<file path="src/rtl/syn_fft_pkg.sv">
// Shared types and default sizing for the in-place radix-2 DIT FFT sequencer.
package syn_fft_pkg;

   localparam int P_FFT_N     = 128;
   localparam int P_FFT_LOG2N = 7;
   localparam int P_MAX_OUTST = 8;

   // One complex sample word: {re[15:0], im[15:0]}
   typedef logic [31:0] fft_sample_t;

   typedef enum logic [1:0] {
      IDLE,
      ISSUE,
      DRAIN,
      DONE
   } fft_sched_st_t;

endpackage

</file>
<file path="src/rtl/syn_fft_sched_if.sv">
// Control and datapath handshake bundle between the FFT sequencer and the butterfly/RAM side.
// fft_abort_i exists only when SYN_FFT_ABORT_EN is defined.
interface syn_fft_sched_if #(
   parameter int P_FFT_LOG2N = syn_fft_pkg::P_FFT_LOG2N
);
   logic                   fft_start_i;
   logic                   fft_busy_o;
   logic                   fft_done_o;
   logic                   but_issue_o;
   logic                   but_rdy_i;
   logic [P_FFT_LOG2N-1:0] rd_addr_a_o;
   logic [P_FFT_LOG2N-1:0] rd_addr_b_o;
   logic [P_FFT_LOG2N-2:0] twdl_addr_o;
   logic                   but_res_valid_i;
   logic                   wr_en_o;
   logic [P_FFT_LOG2N-1:0] wr_addr_a_o;
   logic [P_FFT_LOG2N-1:0] wr_addr_b_o;
   logic [P_FFT_LOG2N-1:0] stage_o;
`ifdef SYN_FFT_ABORT_EN
   logic                   fft_abort_i;
`endif

   // master: the sequencer; slave: top-level control plus butterfly datapath
   modport master (
`ifdef SYN_FFT_ABORT_EN
      input  fft_abort_i,
`endif
      input  fft_start_i, but_rdy_i, but_res_valid_i,
      output fft_busy_o, fft_done_o, but_issue_o, rd_addr_a_o, rd_addr_b_o,
             twdl_addr_o, wr_en_o, wr_addr_a_o, wr_addr_b_o, stage_o
   );

   modport slave (
`ifdef SYN_FFT_ABORT_EN
      output fft_abort_i,
`endif
      output fft_start_i, but_rdy_i, but_res_valid_i,
      input  fft_busy_o, fft_done_o, but_issue_o, rd_addr_a_o, rd_addr_b_o,
             twdl_addr_o, wr_en_o, wr_addr_a_o, wr_addr_b_o, stage_o
   );

endinterface

</file>
<file path="src/rtl/syn_fft_wb_fifo.sv">
// Writeback address FIFO: holds {a,b} of each in-flight butterfly, head visible without latency.
module syn_fft_wb_fifo #(
   parameter int P_WIDTH = 14,
   parameter int P_DEPTH = 8
) (
   input  logic               clk_ir,
   input  logic               rst_il,
   input  logic               push,
   input  logic [P_WIDTH-1:0] push_data,
   input  logic               pop,
   output logic [P_WIDTH-1:0] pop_data,
   output logic               empty,
   output logic               full
);
   localparam int PW = $clog2(P_DEPTH);
   localparam logic [PW:0] PTR_ONE = (PW+1)'(1);

   logic [P_WIDTH-1:0] mem [P_DEPTH];
   logic [PW:0]        wr_ptr_reg;
   logic [PW:0]        rd_ptr_reg;
   logic               do_push;
   logic               do_pop;

   // Extra pointer bit distinguishes full from empty when the indices match
   assign empty    = (wr_ptr_reg == rd_ptr_reg);
   assign full     = (wr_ptr_reg[PW] != rd_ptr_reg[PW]) &&
                     (wr_ptr_reg[PW-1:0] == rd_ptr_reg[PW-1:0]);
   assign do_push  = push & ~full;
   assign do_pop   = pop & ~empty;
   assign pop_data = mem[rd_ptr_reg[PW-1:0]];

   always_ff @(posedge clk_ir or negedge rst_il) begin
      if (!rst_il) begin
         wr_ptr_reg <= '0;
         rd_ptr_reg <= '0;
      end else begin
         if (do_push) wr_ptr_reg <= wr_ptr_reg + PTR_ONE;
         if (do_pop)  rd_ptr_reg <= rd_ptr_reg + PTR_ONE;
      end
   end

   always_ff @(posedge clk_ir) begin
      if (do_push) mem[wr_ptr_reg[PW-1:0]] <= push_data;
   end

endmodule

</file>
<file path="src/rtl/syn_fft_sched.sv">
// In-place radix-2 DIT FFT butterfly sequencer with a stage barrier between passes.
// Optional SYN_FFT_ABORT_EN adds fft_abort_i: stop issuing, drain, return to IDLE without done.
module syn_fft_sched #(
   parameter int P_FFT_N     = syn_fft_pkg::P_FFT_N,
   parameter int P_FFT_LOG2N = syn_fft_pkg::P_FFT_LOG2N,
   parameter int P_MAX_OUTST = syn_fft_pkg::P_MAX_OUTST
) (
   input logic             clk_ir,
   input logic             rst_il,
   syn_fft_sched_if.master bus
);
   import syn_fft_pkg::*;

   localparam int AW = P_FFT_LOG2N;
   localparam int KW = P_FFT_LOG2N - 1;
   localparam int OW = $clog2(P_MAX_OUTST) + 1;
   localparam logic [KW-1:0] K_LAST = KW'(P_FFT_N/2 - 1);
   localparam logic [AW-1:0] S_LAST = AW'(P_FFT_LOG2N - 1);
   localparam logic [OW-1:0] O_MAX  = OW'(P_MAX_OUTST);

   fft_sched_st_t  state_reg, state_next;
   logic [AW-1:0]  stage_reg, stage_next;
   logic [KW-1:0]  k_reg, k_next;
   logic [OW-1:0]  outst_reg, outst_next;
   logic           abort_reg, abort_next;
   logic           issue_reg, issue_next;
   logic [AW-1:0]  addr_a_reg, addr_a_next;
   logic [AW-1:0]  addr_b_reg, addr_b_next;
   logic [KW-1:0]  twdl_reg, twdl_next;

   logic           abort_req;
   logic           fire;
   logic           push;
   logic           pop;
   logic           empty;
   logic           full;
   logic [2*AW-1:0] head;
   logic [AW-1:0]  k_ext, span, pos, grp, gen_a, gen_b;
   logic [KW-1:0]  gen_t;

`ifdef SYN_FFT_ABORT_EN
   assign abort_req = bus.fft_abort_i;
`else
   assign abort_req = 1'b0;
`endif

   // Abort masks the registered valid in the same cycle so nothing more is accepted
   assign bus.but_issue_o = issue_reg & ~abort_req;
   assign fire            = bus.but_issue_o & bus.but_rdy_i;
   assign push            = fire & ~full;
   assign pop             = bus.but_res_valid_i & ~empty;

   always_comb begin
      state_next = state_reg;
      stage_next = stage_reg;
      k_next     = k_reg;
      abort_next = abort_reg;
      unique case ({push, pop})
         2'b10:   outst_next = outst_reg + OW'(1);
         2'b01:   outst_next = outst_reg - OW'(1);
         default: outst_next = outst_reg;
      endcase
      case (state_reg)
         IDLE: begin
            if (bus.fft_start_i) begin
               state_next = ISSUE;
               stage_next = '0;
               k_next     = '0;
               abort_next = 1'b0;
            end
         end
         ISSUE: begin
            if (abort_req) begin
               state_next = DRAIN;
               abort_next = 1'b1;
            end else if (fire) begin
               if (k_reg == K_LAST) state_next = DRAIN;
               else                 k_next     = k_reg + KW'(1);
            end
         end
         DRAIN: begin
            abort_next = abort_reg | abort_req;
            // Barrier: next stage reads only after every result of this stage is written
            if (outst_reg == '0) begin
               if (abort_reg || abort_req) begin
                  state_next = IDLE;
               end else if (stage_reg == S_LAST) begin
                  state_next = DONE;
               end else begin
                  state_next = ISSUE;
                  stage_next = stage_reg + AW'(1);
                  k_next     = '0;
               end
            end
         end
         DONE:    state_next = IDLE;
         default: state_next = IDLE;
      endcase
   end

   always_comb begin
      k_ext = AW'(k_next);
      span  = AW'(1) << stage_next;
      pos   = k_ext & (span - AW'(1));
      grp   = k_ext >> stage_next;
      gen_a = (grp << (stage_next + AW'(1))) | pos;
      gen_b = gen_a + span;
      gen_t = KW'(pos << (S_LAST - stage_next));
   end

   always_comb begin
      issue_next  = (state_next == ISSUE) && (outst_next != O_MAX);
      addr_a_next = '0;
      addr_b_next = '0;
      twdl_next   = '0;
      if (state_next == ISSUE) begin
         addr_a_next = gen_a;
         addr_b_next = gen_b;
         twdl_next   = gen_t;
      end
   end

   always_ff @(posedge clk_ir or negedge rst_il) begin
      if (!rst_il) begin
         state_reg  <= IDLE;
         stage_reg  <= '0;
         k_reg      <= '0;
         outst_reg  <= '0;
         abort_reg  <= 1'b0;
         issue_reg  <= 1'b0;
         addr_a_reg <= '0;
         addr_b_reg <= '0;
         twdl_reg   <= '0;
      end else begin
         state_reg  <= state_next;
         stage_reg  <= stage_next;
         k_reg      <= k_next;
         outst_reg  <= outst_next;
         abort_reg  <= abort_next;
         issue_reg  <= issue_next;
         addr_a_reg <= addr_a_next;
         addr_b_reg <= addr_b_next;
         twdl_reg   <= twdl_next;
      end
   end

   syn_fft_wb_fifo #(
      .P_WIDTH (2*AW),
      .P_DEPTH (P_MAX_OUTST)
   ) u_wb_fifo (
      .clk_ir    (clk_ir),
      .rst_il    (rst_il),
      .push      (push),
      .push_data ({addr_a_reg, addr_b_reg}),
      .pop       (pop),
      .pop_data  (head),
      .empty     (empty),
      .full      (full)
   );

   assign bus.fft_busy_o  = (state_reg == ISSUE) || (state_reg == DRAIN);
   assign bus.fft_done_o  = (state_reg == DONE);
   assign bus.rd_addr_a_o = addr_a_reg;
   assign bus.rd_addr_b_o = addr_b_reg;
   assign bus.twdl_addr_o = twdl_reg;
   assign bus.stage_o     = stage_reg;
   assign bus.wr_en_o     = pop;
   assign bus.wr_addr_a_o = pop ? head[2*AW-1:AW] : '0;
   assign bus.wr_addr_b_o = pop ? head[AW-1:0]    : '0;

   // A result with nothing in flight is a datapath protocol error; it is dropped
   res_without_issue: assert property (
      @(posedge clk_ir) disable iff (!rst_il) !(bus.but_res_valid_i && empty)
   );

endmodule
</file>
<file path="src/flat_wrapper.sv">
// flat-port wrapper written by rule: the top's interface ports become plain ports
module syn_fft_sched_flat import syn_fft_pkg::*;
#(
   parameter int P_FFT_N     = syn_fft_pkg::P_FFT_N,
   parameter int P_FFT_LOG2N = syn_fft_pkg::P_FFT_LOG2N,
   parameter int P_MAX_OUTST = syn_fft_pkg::P_MAX_OUTST
)
  (clk_ir, rst_il, bus_fft_start_i, bus_but_rdy_i, bus_but_res_valid_i, bus_fft_busy_o, bus_fft_done_o, bus_but_issue_o, bus_rd_addr_a_o, bus_rd_addr_b_o, bus_twdl_addr_o, bus_wr_en_o, bus_wr_addr_a_o, bus_wr_addr_b_o, bus_stage_o);
  syn_fft_sched_if #(.P_FFT_LOG2N(P_FFT_LOG2N)) bus_i ();
  input logic clk_ir;
  input logic rst_il;
  input wire logic [$bits(bus_i.fft_start_i)-1:0] bus_fft_start_i;
  input wire logic [$bits(bus_i.but_rdy_i)-1:0] bus_but_rdy_i;
  input wire logic [$bits(bus_i.but_res_valid_i)-1:0] bus_but_res_valid_i;
  output wire logic [$bits(bus_i.fft_busy_o)-1:0] bus_fft_busy_o;
  output wire logic [$bits(bus_i.fft_done_o)-1:0] bus_fft_done_o;
  output wire logic [$bits(bus_i.but_issue_o)-1:0] bus_but_issue_o;
  output wire logic [$bits(bus_i.rd_addr_a_o)-1:0] bus_rd_addr_a_o;
  output wire logic [$bits(bus_i.rd_addr_b_o)-1:0] bus_rd_addr_b_o;
  output wire logic [$bits(bus_i.twdl_addr_o)-1:0] bus_twdl_addr_o;
  output wire logic [$bits(bus_i.wr_en_o)-1:0] bus_wr_en_o;
  output wire logic [$bits(bus_i.wr_addr_a_o)-1:0] bus_wr_addr_a_o;
  output wire logic [$bits(bus_i.wr_addr_b_o)-1:0] bus_wr_addr_b_o;
  output wire logic [$bits(bus_i.stage_o)-1:0] bus_stage_o;
  assign bus_i.fft_start_i = bus_fft_start_i;
  assign bus_i.but_rdy_i = bus_but_rdy_i;
  assign bus_i.but_res_valid_i = bus_but_res_valid_i;
  assign bus_fft_busy_o = bus_i.fft_busy_o;
  assign bus_fft_done_o = bus_i.fft_done_o;
  assign bus_but_issue_o = bus_i.but_issue_o;
  assign bus_rd_addr_a_o = bus_i.rd_addr_a_o;
  assign bus_rd_addr_b_o = bus_i.rd_addr_b_o;
  assign bus_twdl_addr_o = bus_i.twdl_addr_o;
  assign bus_wr_en_o = bus_i.wr_en_o;
  assign bus_wr_addr_a_o = bus_i.wr_addr_a_o;
  assign bus_wr_addr_b_o = bus_i.wr_addr_b_o;
  assign bus_stage_o = bus_i.stage_o;
  syn_fft_sched #(.P_FFT_N(P_FFT_N), .P_FFT_LOG2N(P_FFT_LOG2N), .P_MAX_OUTST(P_MAX_OUTST)) u_core (.clk_ir(clk_ir), .rst_il(rst_il), .bus(bus_i));
endmodule
</file>
<file path="config.mk">
export PLATFORM = sky130hd
export DESIGN_NAME = syn_fft_sched_flat
export DESIGN_NICKNAME = d
export VERILOG_FILES = /design/src/rtl/syn_fft_pkg.sv /design/src/rtl/syn_fft_sched_if.sv /design/src/rtl/syn_fft_wb_fifo.sv /design/src/rtl/syn_fft_sched.sv /design/src/flat_wrapper.sv
export SDC_FILE = /design/constraint.sdc
export NUM_CORES = 1
export LEC_CHECK = 0
export CORE_ASPECT_RATIO = 0.9
export CORE_MARGIN = 2
export CORE_UTILIZATION = 55
export CTS_BUF_LIST = sky130_fd_sc_hd__clkbuf_8
export DETAILED_ROUTE_END_ITERATION = 12
export GPL_ROUTABILITY_DRIVEN = 0
export PLACE_DENSITY_LB_ADDON = 0.08
export SLEW_MARGIN = 30
export SYNTH_ARGS = -nofsm -noshare
export SYNTH_HDL_FRONTEND = slang
export SYNTH_SLANG_ARGS = --single-unit
</file>
<file path="constraint.sdc">
create_clock -name clk_ir -period 5.9 [get_ports clk_ir]
set_input_delay 1.18 -clock clk_ir [delete_from_list [all_inputs] [get_ports clk_ir]]
set_output_delay 1.18 -clock clk_ir [all_outputs]
set_load 0.02 [all_outputs]
</file>
==> results of run 1 <==
[Yosys cell counts (all sizes together), types with 3 or more instances]
cell type,instances
nor2,45
edfxtp,112
and2,8
a31oi,7
a21o,7
a211o,3
a21oi,13
o211ai,3
xor2,9
o2111ai,4
or4,3
nor2b,3
dfrtp,48
nor4,4
mux2,3
o41ai,4
mux4,28
inv,25
ha,20
o31ai,3
a22oi,6
and3,7
buf,5
clkbuf,19
nand2,35
o22a,3
nand4,7
nand3,17
nor3,17
nand2b,9
o21a,5
o21ai,8
xnor2,16
mux2i,19
[per-layer routing]
layer / vias up / track usage, % / wire, µm
met2: 199 / 34.7 / 7590
met3: 26 / 4.90 / 1050
met1: 2462 / 35.8 / 7740
met4: 0 / 6.45 / 273
li1: 2313 / - / -
met5: - / 0 / 0
[final cells by class]
cell class | count | share of cell area, %
inverters | 27 | 1.12
well taps | 193 | 2.68
clock inverters | 15 | 2.15
flip-flops and latches | 160 | 50.7
clock buffers | 17 | 2.60
repair buffers | 69 | 7.05
multi-input cells | 358 | 33.7
[per-stage QoR]
stage                     setup WS (ns)  utilization, %  instances  total power [mW]
after global routing              0.395            64.8        839              4.02
after CTS                         0.862            64.7        839              3.83
after detailed placement          0.384            61.7        807              2.97
final                             0.749            64.8        839              3.81
after global placement            0.513            61.6        807              2.93
after floorplan                    1.02               -        569              2.49
[logic make-up (layout without fill, tap and decap cells)]
logic type               count (synthesis)  in the layout  synth area share [%]
AND/OR/NAND/NOR                        168            168                  11.4
flip-flops                             160            160                  58.9
XOR/XNOR                                25             25                  2.82
adder cells (fa/ha/maj)                 22             22                  3.74
buffers and inverters                   51            128                  2.68
multiplexers                            50             50                  11.0
AO/OA/AOI/OAI                           93             93                  9.49
[power by group through the flow]
stage	Sequential [mW]	Combinational, mW	Clock (mW)
5_1_grt	1.61	1.49	0.918
3_5_place_dp	1.61	1.36	0
4_1_cts	1.59	1.37	0.874
2_1_floorplan	1.55	0.946	0
6_report	1.58	1.37	0.859
3_3_place_gp	1.60	1.33	0
[path summary, 6_finish.rpt]
path	cells past startpoint	end
min in group asynchronous	2	u_core.outst_reg[1]$_DFF_PN0_
min reg2reg	1	u_core.u_wb_fifo.wr_ptr_reg[3]$_DFFE_PN0P_
max	21	u_core.bus.rd_addr_b_o[6]$_DFF_PN0_
min	1	u_core.u_wb_fifo.wr_ptr_reg[3]$_DFFE_PN0P_
max reg2reg	20	u_core.bus.rd_addr_b_o[6]$_DFF_PN0_
max in group asynchronous	2	u_core.u_wb_fifo.rd_ptr_reg[0]$_DFFE_PN0P_
==> impl_results.md, run 1 <==
- Outcome: finished, final reports clean
- Post-route design area: 0.00901 mm²
- Switching Share: 34.6%
- Gate power share: 35.9%
- ANT nets after route: 0
- Clock transition at path regs: 0.08 ns
- Post-synth top area share: 43.4%
- Hold Path Origin: u_core.u_wb_fifo.wr_ptr_reg[3]$_DFFE_PN0P_
- Crit path largest cell delay: 0.47 ns
- Register area: 0.00457 mm²
- CP endpoint kind: flop
- CP max stage cell: mux2i_1
- Setup TNS: 0 ns
- WP buf/inv: 5
- Total global-route track usage: 23.5%
- Total number of vias: 5000
- Die Span X: 129 µm
- Area post-placement: 0.00857 mm²
- Gr ovfl total: 0
- FMAX: 194 MHz
- WHS: 0.493 ns
- P per Cell Area: 423 mW/mm²
- Final hold violations: 0
- Startpoint types: input pin
- Root Buffer: clkbuf_8
- Cell family with most CP delay: compound AO/OA/AOI/OAI gates
- DRT iter0 DRCs: 467
- Sequential element share of the synthesized area: 58.9%
- Reg2reg setup slack: 0.85 ns
- Ant. Diodes: 0
- Worst setup path start: bus_fft_start_i
- I/O Pins: 50
- Largest net degree at the start of global routing: 49
- Critical path arrival: 5.52 ns
- Reg2reg start: u_core.state_reg[0]$_DFF_PN0_
- Mean Syn Cell Area: 13.6 µm²
- Vias in the first global route: 4820
- Ys async rst share: 30.0%
- Most common cell after layout, fill and taps aside: edfxtp_1
- Die height: 117 µm
- LEAKAGE: 3.44 nW
- Internal Power: 2.49 mW
- Syn-to-layout area delta: 16.2%
- Final Max Tran Viols: 0
- Synth Cell Area: 0.00775 mm²
- Yosys warns: 0
- Clk sink count: 160
- Max_cap viols: 0
- DR vias/cell: 5.96
- Final setup fails: 0
- Worst-margin pin slew: 0.865 ns
- P_sw: 1.32 mW
- Worst Hold Class: reg -> reg
- Post-synth EDFFs: 112
- Power share of the clock group: 22.5%
- Final nets: 660
- Flop pwr share: 41.5%
- CTS Buf Count: 17
- Number of fill cells in the layout: 1014
- Max reg flops: 112
- Share of post-route cells with drive strength above 1: 16.7%
- Critical Path, Cell by Cell: clkdlybuf4s50_1, mux2i_1, and3b_1, a211o_1, inv_2, nor3_1, and3_1, inv_1, ha_1, inv_1, a31oi_1, xnor2_1, a22oi_1, o21ai_0, ha_1, inv_1, o21bai_1, a21oi_1, xnor2_1, or2_2, mux2i_1
- Critical Path Most Common Cell: inv_1
- Largest cells by area after synthesis: edfxtp_1, dfrtp_1, mux4_2
- Crit path required time: 6.27 ns
- Yosys reg bits: 160
- Setup CP Type: in -> reg
- Worst clock skew: 0.0120 ns
- Core region area: 0.0139 mm²
- Total nets after synthesis: 596
- Commonest cells after routing, fill and taps aside: edfxtp_1, clkdlybuf4s50_1, dfrtp_1, nor2_1, nand2_1
- Hold buffer count at CTS: 0
- Post-synth top area cell: edfxtp_1
- Post-CTS sizing: 0
- Setup Buffers After CTS: 0
- Site Rows: 41
- Worst VDD drop: 0.207 mV
- First-pass GRT wire length: 26300 µm
- Number of remaining DRC errors: 0
- Worst Path Max Fanout: 7
- H-tree depth: 4
- Final HPWL DP: 11100 µm
- Drt pass-1 iters: 5
- Wirelength per Cell: 19.8 µm
- Multi-input gate area: 0.00304 mm²
- Final WL: 16600 µm
- Clk_lat worst skew: 0.45 ns
- Post-synthesis cell type count: 75
- Tcrit/Tclk final: 87.3%
- Tmin final: 5.15 ns
- IO buf count: 49
- CTS tree: done
- Worst slew margin: 42.3%
- RSZ-0062 raised after global routing: no
- Max Root-Sink Buffers: 2
- Die area: 0.0151 mm²
- Prevailing post-synth register cell: edfxtp_1
- Initial antenna violation count: 0
- Syn Inst Count: 569
- Initial core utilization: 55.8%
Note: power is estimated with default switching activity, not from simulation.
==> run 2: changes to the inputs <==
Settings changed: SYNTH_HIERARCHICAL set to 1.
Clock period 5.9 ns to 5.91 ns, I/O delays scaled along.
==> run 2 against run 1 <==
Effect of this change: clock power shrank 8.6%; combinational power grew 57%; first-iteration DRC count grew 18%; synthesized area grew 6.1%; total power grew 22%; design area grew 3.8%; sequential power grew 9%; die area grew 5.9%; core utilization shrank 0.99 points; largest power group is now combinational cells.
==> impl_results.md, run 2 <==
- Largest cells by area after synthesis: edfxtp_1, dfrtp_1, mux4_1
- Die area: 0.0160 mm²
- Post-CTS sizing: 0
- Critical path arrival: 5.71 ns
- RSZ-0062 raised after global routing: no
- Gate power share: 46.2%
- Worst Path Max Fanout: 14
- DR vias/cell: 6.33
- Most common cell in the netlist: edfxtp_1
- Reg2reg setup slack: 0.72 ns
- Setup CP Type: in -> reg
- Pre-CTS WS: 0.172 ns
- Post-synth top area share: 40.9%
- LEAKAGE: 3.52 nW
- Crit path required time: 6.29 ns
- Commonest cells after routing, fill and taps aside: edfxtp_1, clkdlybuf4s50_1, dfrtp_1, nand2_1, nor2_1
- Clk_lat worst skew: 0.46 ns
- FMAX: 187 MHz
- I/O Pins: 50
- Total number of vias: 5491
- Ant. Diodes: 0
- Number of remaining DRC errors: 0
- Setup TNS: 0 ns
- CP endpoint kind: flop
- Tmin final: 5.33 ns
- Worst-margin pin slew: 0.841 ns
- Final Max Tran Viols: 0
- Final setup fails: 0
- Worst Hold Class: reg -> reg
- CTS Buf Count: 17
- Most common cell after layout, fill and taps aside: edfxtp_1
- Yosys reg bits: 160
- Synth Cell Area: 0.00823 mm²
- Hold buffer count at CTS: 0
- Number of fill cells in the layout: 1116
- Initial antenna violation count: 0
- First-pass GRT wire length: 28600 µm
- Wirelength per Cell: 20.8 µm
- Drt pass-1 iters: 5
- Share of post-route cells with drive strength above 1: 15.8%
- Site Rows: 42
- Total nets after synthesis: 624
- Root Buffer: clkbuf_8
- Final WS setup: 0.576 ns
- Post-synthesis cell type count: 92
- Flop pwr share: 36.9%
- DRT iter0 DRCs: 550
- Final WL: 18000 µm
- Post-synth top area cell: edfxtp_1
- H-tree depth: 4
- Final total power: 4.65 mW
- Max reg flops: 112
- Core region area: 0.0147 mm²
- CTS tree: done
- Die height: 120 µm
- Sequential element share of the synthesized area: 55.5%
- Ys async rst share: 30.0%
- Final HPWL DP: 11800 µm
- Initial core utilization: 56.1%
- Clk sink count: 160
- Final hold violations: 0
- Vias in the first global route: 5352
- Switching Share: 41.7%
- Startpoint types: input pin
- P_sw: 1.94 mW
- Max_cap viols: 0
- Post-synth EDFFs: 112
- Yosys warns: 6
- P per Cell Area: 497 mW/mm²
- Die Span X: 133 µm
- Tcrit/Tclk final: 90.3%
- Total global-route track usage: 23.7%
- Gr ovfl total: 0
- Worst clock skew: 0.0149 ns
- Syn-to-layout area delta: 13.8%
- Final nets: 683
- Mean Syn Cell Area: 13.8 µm²
- Prevailing post-synth register cell: edfxtp_1
- ANT nets after route: 0
- Worst slew margin: 44.0%
- Post-synth top cells: edfxtp_1, dfrtp_1, nand2_1
- IO buf count: 49
- Clock transition at path regs: 0.09 ns
- Worst VDD drop: 0.351 mV
- Setup Buffers After CTS: 0
- Internal Power: 2.71 mW
- Largest net degree at the start of global routing: 49
- Syn Inst Count: 597
- Max Root-Sink Buffers: 2
- Power share of the clock group: 16.9%
- Outcome: finished, final reports clean
[run 2: routing by layer]
layer	track usage, %	vias to the layer above	routed length, µm
met2	36.1	210	8330
met1	33.5	2760	8170
li1	-	2485	-
met5	0	-	0
met4	8.47	0	363
met3	5.96	36	1170
[run 2: critical path, cell delays in order]
cell             delay, ns
clkdlybuf4s50_1       0.45
mux2i_1               0.59
o21ai_0               0.21
o22a_4                0.33
inv_2                 0.15
ha_1                  0.31
inv_1                 0.13
a2111o_1              0.34
o22ai_1               0.17
buf_4                 0.18
nand3_1               0.10
nand2_1               0.09
ha_1                  0.26
a21o_1                0.20
a21oi_1               0.25
o21bai_1              0.10
a21oi_1               0.17
xnor2_1               0.10
or2_2                 0.27
mux2i_1               0.13
[run 2: logic make-up after synthesis]
family	synth area share [%]
AOI/OAI and AO/OA	11.4
and+or+nand+nor	11.4
muxes	11.4
buffers and inverters	3.45
DFF	55.5
adders and majority gates	3.53
xor gates and xnor gates	3.32
[run 2: path summary, 6_finish.rpt]
check / start / to / depth (start not counted)
max in group asynchronous: rst_il / u_core/u_wb_fifo/rd_ptr_reg[1]$_DFFE_PN0P_ / 2
min in group asynchronous: rst_il / u_core/outst_reg[1]$_DFF_PN0_ / 2
hold reg to reg: u_core/outst_reg[3]$_DFF_PN0_ / u_core/outst_reg[3]$_DFF_PN0_ / 1
setup reg to reg: u_core/state_reg[0]$_DFF_PN0_ / u_core/bus.rd_addr_b_o[6]$_DFF_PN0_ / 22
setup / recovery: bus_fft_start_i / u_core/bus.rd_addr_b_o[6]$_DFF_PN0_ / 20
hold / removal: u_core/outst_reg[3]$_DFF_PN0_ / u_core/outst_reg[3]$_DFF_PN0_ / 1
[run 2: layout make-up]
class	instances	area [µm²]	share of cell area (%)
inverter	24	90.1	0.963
clock inverter	15	163	1.74
tap	198	248	2.65
sequential	160	4570	48.8
multi-input combinational	385	3430	36.6
timing repair buffer	68	628	6.71
clock buffer	17	234	2.50
[run 2: metrics by stage]
step	util, %	cells	instance area (µm²)	hold WS, ns
5_1_grt	63.8	867	9360	0.595
4_1_cts	63.8	867	9360	0.570
6_report	63.8	867	9360	0.564
2_1_floorplan	-	597	8230	0.520
3_3_place_gp	61.1	835	8950	0.547
3_5_place_dp	61.1	835	8960	0.550
[run 2: power by group through the flow]
stage	Sequential (mW)	Combinational (mW)	Clock [mW]
2_1_floorplan	1.66	1.57	0
3_3_place_gp	1.73	2.10	0
3_5_place_dp	1.74	2.12	0
4_1_cts	1.72	2.13	0.808
5_1_grt	1.75	2.33	0.854
6_report	1.72	2.15	0.785
